--- config.mk ---
export PLATFORM = sky130hd
export DESIGN_NAME = aplic_msi_scheduler
export DESIGN_NICKNAME = d
export VERILOG_FILES = /design/src/rtl/aplic_msi_scheduler.sv
export SDC_FILE = /design/constraint.sdc
export NUM_CORES = 1
export LEC_CHECK = 0
export ABC_CLOCK_PERIOD_IN_PS = 3850
export CORE_AREA = 2 2 219 221
export DETAILED_ROUTE_END_ITERATION = 16
export DIE_AREA = 0 0 221 223
export SYNTH_ARGS = -nofsm -noshare
export SYNTH_HDL_FRONTEND = slang
export SYNTH_SLANG_ARGS = --single-unit
--- constraint.sdc ---
create_clock -name i_clk -period 3.85 [get_ports i_clk]
set_input_delay 0.77 -clock i_clk [delete_from_list [all_inputs] [get_ports i_clk]]
set_output_delay 0.77 -clock i_clk [all_outputs]
set_load 0.01 [all_outputs]
--- src/rtl/aplic_msi_scheduler.sv ---
// MSI delivery sequencer for one APLIC domain: round-robin chunk scan, target lookup, one MSI at a time.
// Optional AIA_MSI_SCHED_STATS_EN adds o_sent_cnt, a wrapping count of accepted MSI writes.
module aplic_msi_scheduler #(
  parameter int NR_SRC   = 256,
  parameter int NR_HARTS = 2,
  parameter int EIID_W   = 11,
  parameter int HART_W   = (NR_HARTS > 1) ? $clog2(NR_HARTS) : 1,
  parameter int SRC_W    = $clog2(NR_SRC)
) (
  input  logic              i_clk,
  input  logic              i_rst,
  input  logic              i_domain_ie,
  input  logic [NR_SRC-1:0] i_pending,
  input  logic [NR_SRC-1:0] i_enabled,
  output logic [SRC_W-1:0]  o_tgt_idx,
  input  logic [HART_W-1:0] i_tgt_hart,
  input  logic [EIID_W-1:0] i_tgt_eiid,
  output logic              o_msi_valid,
  input  logic              i_msi_ready,
  output logic [HART_W-1:0] o_msi_hart,
  output logic [EIID_W-1:0] o_msi_eiid,
  output logic              o_clr_valid,
  output logic [SRC_W-1:0]  o_clr_idx,
`ifdef AIA_MSI_SCHED_STATS_EN
  output logic [31:0]       o_sent_cnt,
`endif
  output logic              o_drop
);

  localparam int NCHUNK = NR_SRC / 32;
  localparam int PTR_W  = (NCHUNK > 1) ? $clog2(NCHUNK) : 1;

  typedef enum logic [1:0] {S_IDLE, S_SCAN, S_LOOKUP, S_SEND} state_e;

  state_e              state_q;
  logic [PTR_W-1:0]    ptr_q;
  logic [SRC_W-1:0]    idx_q;
  logic                msi_valid_q, clr_valid_q, drop_q;
  logic [HART_W-1:0]   msi_hart_q;
  logic [EIID_W-1:0]   msi_eiid_q;
  logic [SRC_W-1:0]    clr_idx_q;

  logic [NR_SRC-1:0]            hit;
  logic [NCHUNK-1:0][31:0]      hit_chunks;
  logic [31:0]                  chunk;
  logic [4:0]                   lo;
  logic [SRC_W-1:0]             scan_idx;
  logic [PTR_W-1:0]             idx_ptr;
  logic                         tgt_bad;

  // Source 0 is architecturally invalid and can never be delivered.
  assign hit        = i_pending & i_enabled & ~NR_SRC'(1);
  assign hit_chunks = hit;
  assign chunk      = hit_chunks[ptr_q];

  always_comb begin
    lo = '0;
    for (int i = 31; i >= 0; i--)
      if (chunk[i]) lo = 5'(i);
  end

  assign scan_idx = SRC_W'({ptr_q, lo});
  assign idx_ptr  = PTR_W'(idx_q >> 5);
  assign tgt_bad  = (i_tgt_eiid == '0) ||
                    ({{(32-HART_W){1'b0}}, i_tgt_hart} >= 32'(NR_HARTS));

  function automatic logic [PTR_W-1:0] wrap_inc(input logic [PTR_W-1:0] p);
    return (int'(p) == NCHUNK - 1) ? '0 : p + PTR_W'(1);
  endfunction

  always_ff @(posedge i_clk or posedge i_rst) begin
    if (i_rst) begin
      state_q     <= S_IDLE;
      ptr_q       <= '0;
      idx_q       <= '0;
      msi_valid_q <= 1'b0;
      clr_valid_q <= 1'b0;
      drop_q      <= 1'b0;
      msi_hart_q  <= '0;
      msi_eiid_q  <= '0;
      clr_idx_q   <= '0;
    end else begin
      clr_valid_q <= 1'b0;
      drop_q      <= 1'b0;
      case (state_q)
        S_IDLE: if (i_domain_ie) state_q <= S_SCAN;
        S_SCAN: begin
          if (!i_domain_ie) state_q <= S_IDLE;
          else if (|chunk) begin
            idx_q   <= scan_idx;
            state_q <= S_LOOKUP;
          end else ptr_q <= wrap_inc(ptr_q);
        end
        S_LOOKUP: begin
          if (!i_domain_ie) state_q <= S_IDLE;
          else if (!hit[idx_q]) state_q <= S_SCAN;
          else if (tgt_bad) begin
            clr_valid_q <= 1'b1;
            drop_q      <= 1'b1;
            clr_idx_q   <= idx_q;
            ptr_q       <= wrap_inc(idx_ptr);
            state_q     <= S_SCAN;
          end else begin
            msi_hart_q  <= i_tgt_hart;
            msi_eiid_q  <= i_tgt_eiid;
            msi_valid_q <= 1'b1;
            state_q     <= S_SEND;
          end
        end
        S_SEND: begin
          // Committed request: IE or pending changes here do not retract valid.
          if (i_msi_ready) begin
            msi_valid_q <= 1'b0;
            clr_valid_q <= 1'b1;
            clr_idx_q   <= idx_q;
            ptr_q       <= wrap_inc(idx_ptr);
            state_q     <= i_domain_ie ? S_SCAN : S_IDLE;
          end
        end
        default: state_q <= S_IDLE;
      endcase
    end
  end

  assign o_tgt_idx   = idx_q;
  assign o_msi_valid = msi_valid_q;
  assign o_msi_hart  = msi_hart_q;
  assign o_msi_eiid  = msi_eiid_q;
  assign o_clr_valid = clr_valid_q;
  assign o_clr_idx   = clr_idx_q;
  assign o_drop      = drop_q;

`ifdef AIA_MSI_SCHED_STATS_EN
  logic [31:0] sent_cnt_q;
  always_ff @(posedge i_clk or posedge i_rst) begin
    if (i_rst) sent_cnt_q <= '0;
    else if (msi_valid_q && i_msi_ready) sent_cnt_q <= sent_cnt_q + 32'd1;
  end
  assign o_sent_cnt = sent_cnt_q;
`endif

endmodule

==> run metrics, run 1 <==
DRC violations left=0; CP startpoint kind=input pin; DIE AREA=0.0493 mm²; area share of the largest cell type after synthesis=0.240; Clock Tree Buf Depth=2; TritonCTS clock tree=built; cell taking the most area after synthesis=mux4_2; GR Overflow Total=0; Worst Setup End Kind=flop; fin. max-slew vios=0; gpl congestion=0.921; Crit path arrival time=3930 ps; Yosys reg bits=36; Clk pin slew, worst setup/hold paths=60 ps; fin crit share=0.977; sequential area share after synthesis=0.126; syn_nets=1475; largest net degree at the start of global routing=72; initial antenna violation count=2; H-tree depth=2; port bufs=556; Power Density=518 mW/mm²; Die X-Extent=221 µm; vias in the first global route=10803; antenna viol nets, final=0; synth-to-layout area growth=101%; crit-path cells=clkdlybuf4s50_1 -> nand2_1 -> mux4_2 -> mux4_2 -> and2_4 -> a2111oi_4 -> a311oi_4 -> nor4b_4 -> buf_6 -> nor2_2 -> mux2_4; CP Data Required Time=4020 ps; worst-case reg-to-reg path depth=12; most frequent cell after synthesis=nand2_1; peak supply drop=0.239 mV; commonest cells in the netlist=219 x nand2_1, 136 x nand3_1, 111 x o21ai_0; setup violators final=0; Hold Path Class=reg -> reg; worst-margin pin slew=960 ps; FFs w/ async S/R, synth=1.00; fin worst setup slack=86.8 ps; Pre-Repair DR Iteration Count=5; Rows=80; final hold viol count=0; hold path cells=1; Crit Path Max Fanout=4; global-route wire length before repair=73.7 mm; final worst path period need=3760 ps; IO Pins=559; slew margin rel.=0.359; Primary FF master, synth=dfrtp_1; wire per inst=24.1 µm; Post-Syn Instances=943; HP Start=o_msi_eiid[2]; CP Class=in -> reg; Post-synth EDFFs=0; Design Power=7.42 mW; core area=0.0471 mm²; GRT Overall Usage=0.203; DR vias=10388; synthesized area per cell=7.57 µm²; clk sinks=36; Critical R2R Launch=o_tgt_idx[2]; Synth Warn #=0; CTS Buf Count=5; Lkg Pwr=5.26 nW; CTS root buf=clkbuf_16; Synth area leaders=mux4_2 24%, dfrtp_1 13%, nand2_1 12%; crit-path most repeated cell=mux4_2; Initial Utilization=0.151; FMAX=266 MHz; post-placement cell area=0.0141 mm²; Worst Skew=10.4 ps; status=finished, final reports clean; reg2reg setup slack=210 ps; Synth cell types=64; Initial DRC Count=808; post-route cell area=0.0143 mm²; WHS Endpoint=o_msi_eiid[2]; worst flop-to-flop path endpoint=ptr_q[2]; dpl hpwl=45.8 mm; pre-CTS WS=-484 ps; Slowest-stage cell, CP=mux4_2; Layout Nets=2072; Post-Syn Area=0.00714 mm²; insertion delay to the later sink of the worst-skew pair=290 ps; routed wire length=52.1 mm; Die H=223 µm; RSZ-0062 raised after global routing=yes; max_cap viols=0; CP max stage delay=550 ps; vias per inst=4.82; layout cells sized above 1=0.152
## flip-flops by register name (all words and copies together), names as in the netlist
name	cells
o_tgt_idx	8
ptr_q	3
o_clr_idx	8
o_clr_valid	1
o_msi_eiid	11
state_q	2
o_msi_valid	1
o_msi_hart	1
o_drop	1
## where the power goes
| part | total, mW | switching [mW] | leakage, nW | internal, mW |
|---|---|---|---|---|
| registers | 0.882 | 0.331 | 0.440 | 0.551 |
| logic | 6.06 | 3.18 | 4.74 | 2.88 |
| clock network | 0.478 | 0.173 | 0.0798 | 0.304 |
| total | 7.42 | 3.68 | 5.26 | 3.73 |
## kinds of logic (layout without fill, tap and decap cells)
logic type | count (synthesis) | after routing | share of synthesized area
AND/OR/NAND/NOR | 468 | 469 | 0.307
AO/OA/AOI/OAI | 236 | 236 | 0.204
multiplexers | 116 | 116 | 0.305
buffers and inverters | 83 | 680 | 0.0505
flip-flops | 36 | 36 | 0.126
adder cells (fa/ha/maj) | 4 | 4 | 0.00701
other | 0 | 1 | 0
## cell usage in the layout (no fill, tap or decap), types with 5 or more instances in the layout
master / count
a211oi_1: 5
a21oi_1: 31
a311oi_1: 7
a31oi_1: 9
and3_1: 10
and3b_1: 6
buf_12: 9
buf_4: 92
clkbuf_16: 5
clkdlybuf4s50_1: 555
dfrtp_1: 31
inv_1: 11
mux2_2: 17
mux2_4: 9
mux2i_1: 13
mux4_2: 76
nand2_1: 215
nand2b_1: 6
nand3_1: 136
nand3b_1: 10
nand4_1: 7
nor2_1: 36
nor2b_1: 6
nor3_1: 9
nor4_1: 6
o211ai_1: 23
o21ai_0: 111
o31ai_1: 6
## worst max-delay path, delay by kind of cell
| family | cells | cell delay, ps |
|---|---|---|
| AOI/OAI and AO/OA | 2 | 500 |
| buffers and inverters | 2 | 640 |
| muxes | 3 | 1370 |
| and+or+nand+nor | 4 | 640 |
## worst max path at each step
stage	from	end	slack, ps	cells after the start
floorplan	i_pending[153]	o_msi_eiid[0]	380	9
global placement	i_enabled[221]	o_clr_idx[6]	-420	12
detailed placement	i_pending[221]	o_clr_idx[0]	-480	12
CTS	i_enabled[152]	o_clr_idx[0]	40	11
global route	i_enabled[153]	ptr_q[2]	-9	11
finish	i_enabled[139]	o_clr_idx[3]	90	11
## metrics by stage
| step | utilization | hold slack, ps | std cells | setup TNS [ps] |
|---|---|---|---|---|
| detailed placement | 0.298 | 495 | 2147 | -10470 |
| global route | 0.304 | 525 | 2157 | -27.7 |
| global placement | 0.298 | 492 | 2147 | -9390 |
| floorplan | - | 532 | 943 | 0 |
| CTS | 0.302 | 508 | 2155 | 0 |
| finish | 0.304 | 503 | 2157 | 0 |
## final cells by class
class                      count  area, µm²
fill                        5023      32800
antenna                        1       2.50
clock inverter                 3       42.5
timing repair buffer         658       6450
sequential                    36        915
inverter                      14       52.6
clock buffer                   5        125
tap                          615        769
multi-input combinational    825       5950
## metal layers
metal,global-route usage,part of all wire,up-vias
met5,0,0.00029,-
met4,0.0359,0.016,2
met3,0.0284,0.061,43
met2,0.367,0.51,534
met1,0.257,0.42,4994
li1,-,-,4815
## timing repair
item / in CTS / in global routing
resized for setup: 3 / 14
pin swaps: 4 / 5
cloned: 0 / 1
hold buffers: 0 / 0
buffers inserted: 0 / 0
endpoints found under the setup margin: 23 / 23
Power figures use the tool's default switching activity.
==> run 2: changes to the inputs <==
SKIP_LAST_GASP = 1   (was not set)
==> results of run 2 <==
No change in the layout: final DEF, timing and power equal those of run 1.
==> run 3: changes to the inputs <==
GPL_ROUTABILITY_DRIVEN = 0   (was not set)
HOLD_SLACK_MARGIN = 0.1   (was not set)
==> run 3 against run 2 <==
  * Maximum frequency fell by 0.27%
  * Critical path depth did not move
  * Cell area fell by 0.48%
  * Die area did not move
  * Combinational power barely moved
  * Count of clock-buffer cells in the layout rose by 1
  * Clock skew fell by 7.6 ps
  * Sequential share of layout area barely moved
  * Setup slack got worse by 10 ps
  * Total power fell by 1.5%
  * Sequential power fell by 8.3%
  * Via count fell by 1.3%
  * Largest power group unchanged
==> run metrics, run 3 (same netlist as run 1, synthesis figures left out) <==
DRC violations left=0 (unchanged); fin. max-slew vios=0 (unchanged); layout cells sized above 1=0.145 (was 0.152); global-route wire length before repair=72.4 mm (was 73.7 mm); vias per inst=4.79 (was 4.82); number of diodes=0 (was 1); synth-to-layout area growth=99.5% (was 101%); most frequent cells in the layout=547 x clkdlybuf4s50_1, 213 x nand2_1, 136 x nand3_1, 111 x o21ai_0, 76 x mux4_2 (was 555 x clkdlybuf4s50_1, 215 x nand2_1, 136 x nand3_1, 111 x o21ai_0, 92 x buf_4); final hold viol count=0 (unchanged); clk sinks=36 (unchanged); CTS Buf Count=5 (unchanged); initial antenna violation count=0 (was 2); Pre-Repair DR Iteration Count=5 (unchanged); Clock Tree Buf Depth=2 (unchanged); Hold Path Class=reg -> reg (unchanged); IO Pins=559 (unchanged); Post-Layout Cell Count=2139 (was 2157); Hold-fix buffers, CTS=0 (unchanged); dpl hpwl=45.0 mm (was 45.8 mm); largest net degree at the start of global routing=91 (was 72); CTS root buf=clkbuf_16 (unchanged); H-tree depth=2 (unchanged); CP Data Required Time=4020 ps (about the same); final worst path period need=3770 ps (was 3760 ps); wire per inst=23.9 µm (was 24.1 µm); fin crit share=0.980 (was 0.977); core area=0.0471 mm² (unchanged); fin worst setup slack=76.6 ps (was 86.8 ps); CP max stage delay=540 ps (was 550 ps); Initial Utilization=0.151 (unchanged); FMAX=265 MHz (was 266 MHz); DP Cell Count=2127 (was 2147); crit-path cells=clkdlybuf4s50_1 -> nand2_2 -> mux4_2 -> mux4_2 -> and2_4 -> a2111oi_4 -> a311oi_4 -> nor4b_4 -> buf_6 -> nor2_4 -> mux2_4 (was clkdlybuf4s50_1 -> nand2_1 -> mux4_2 -> mux4_2 -> and2_4 -> a2111oi_4 -> a311oi_4 -> nor4b_4 -> buf_6 -> nor2_2 -> mux2_4); Die X-Extent=221 µm (unchanged); Hold Slack=508 ps (was 503 ps); routed wire length=51.2 mm (was 52.1 mm); Core Util, Final=0.302 (was 0.304); Initial DRC Count=700 (was 808); Lkg Pwr=5.27 nW (was 5.26 nW); Layout Nets=2055 (was 2072); crit-path most repeated cell=mux4_2 (unchanged); Slowest-stage cell, CP=mux4_2 (unchanged); Rows=80 (unchanged); port bufs=556 (unchanged); CP startpoint kind=input pin (unchanged); Die H=223 µm (unchanged); Clk pin slew, worst setup/hold paths=60 ps (about the same); Crit path arrival time=3950 ps (was 3930 ps); vias in the first global route=10691 (was 10803); status=finished, final reports clean (unchanged); max reg flops=11 (unchanged); slew margin rel.=0.438 (was 0.359); GRT Overall Usage=0.199 (was 0.203); Worst Setup End Kind=flop (unchanged); antenna viol nets, final=0 (unchanged); peak supply drop=0.302 mV (was 0.239 mV); CP Class=in -> reg (unchanged); commonest non-fill, non-tap cell in the layout=clkdlybuf4s50_1 (unchanged); Worst Skew=2.84 ps (was 10.4 ps); DR vias=10249 (was 10388); GR Overflow Total=0 (unchanged); setup violators final=0 (unchanged); worst-margin pin slew=833 ps (was 960 ps); pre-CTS WS=-419 ps (was -484 ps); TritonCTS clock tree=built (unchanged); DIE AREA=0.0493 mm² (unchanged); insertion delay to the later sink of the worst-skew pair=290 ps (about the same); max_cap viols=0 (unchanged); Power Density=513 mW/mm² (was 518 mW/mm²); Crit Path Max Fanout=5 (was 4)
==> run 3: cell types whose count changed in the layout (fill, tap and decap cells not counted), moves of 2 or more <==
| cell | delta |
|---|---|
| dlymetal6s2s_1 | +8 |
| clkdlybuf4s50_1 | -8 |
| buf_12 | +3 |
| nand2_1 | -2 |
| nand2_2 | +2 |
| buf_4 | -20 |
==> run 3: per-stage QoR <==
step	TNS, ps	cell area (µm²)	power, mW
2_1_floorplan	0	7140	3.85
3_3_place_gp	-7650	13900	6.77
3_5_place_dp	-9770	13900	6.84
4_1_cts	0	14100	7.32
5_1_grt	-38.0	14200	7.80
6_report	0	14200	7.30
==> run 3: layout make-up <==
type / count / area [µm²]
clock inverter: 2 / 13.8
timing repair buffer: 641 / 6380
tap: 615 / 769
sequential: 36 / 915
inverter: 14 / 52.6
fill: 5009 / 32900
clock buffer: 6 / 139
multi-input combinational: 825 / 5970
==> run 3: critical path, delay by kind of cell <==
family                 cells  cell delay (ps)
muxes                      3             1380
buffers and inverters      2              660
and+or+nand+nor            4              620
AOI/OAI and AO/OA          2              510
==> run 3: final timing paths <==
kind,from,end,slack (ps),depth (start not counted)
worst max-delay path,i_pending[152],o_clr_idx[3],80,11
worst min-delay path,o_msi_eiid[6],o_msi_eiid[6],510,1
worst max register to register,o_tgt_idx[2],o_msi_eiid[10],230,11
worst min register to register,o_msi_eiid[6],o_msi_eiid[6],510,1
max in group asynchronous,i_rst,o_msi_eiid[4],2130,3
min in group asynchronous,i_rst,o_msi_eiid[0],960,2
==> run 3: routing by layer <==
metal  share of wire  track usage
met1            0.42        0.248
met5               0            0
met4           0.018       0.0396
met3           0.053       0.0306
met2            0.51        0.363
==> run 3: report_power, final <==
part | switching (mW) | internal (mW) | leakage (nW)
sequential | 0.257 | 0.552 | 0.440
combinational | 3.23 | 2.83 | 4.75
clock | 0.173 | 0.259 | 0.0772
total | 3.66 | 3.64 | 5.27
==> run 3: timing repair <==
| action | CTS | global route |
|---|---|---|
| setup endpoints to repair | 23 | 11 |
| pin swaps | 4 | 8 |
| gates resized for setup | 3 | 27 |
| buffers inserted | 1 | 2 |
| cloned | 0 | 1 |
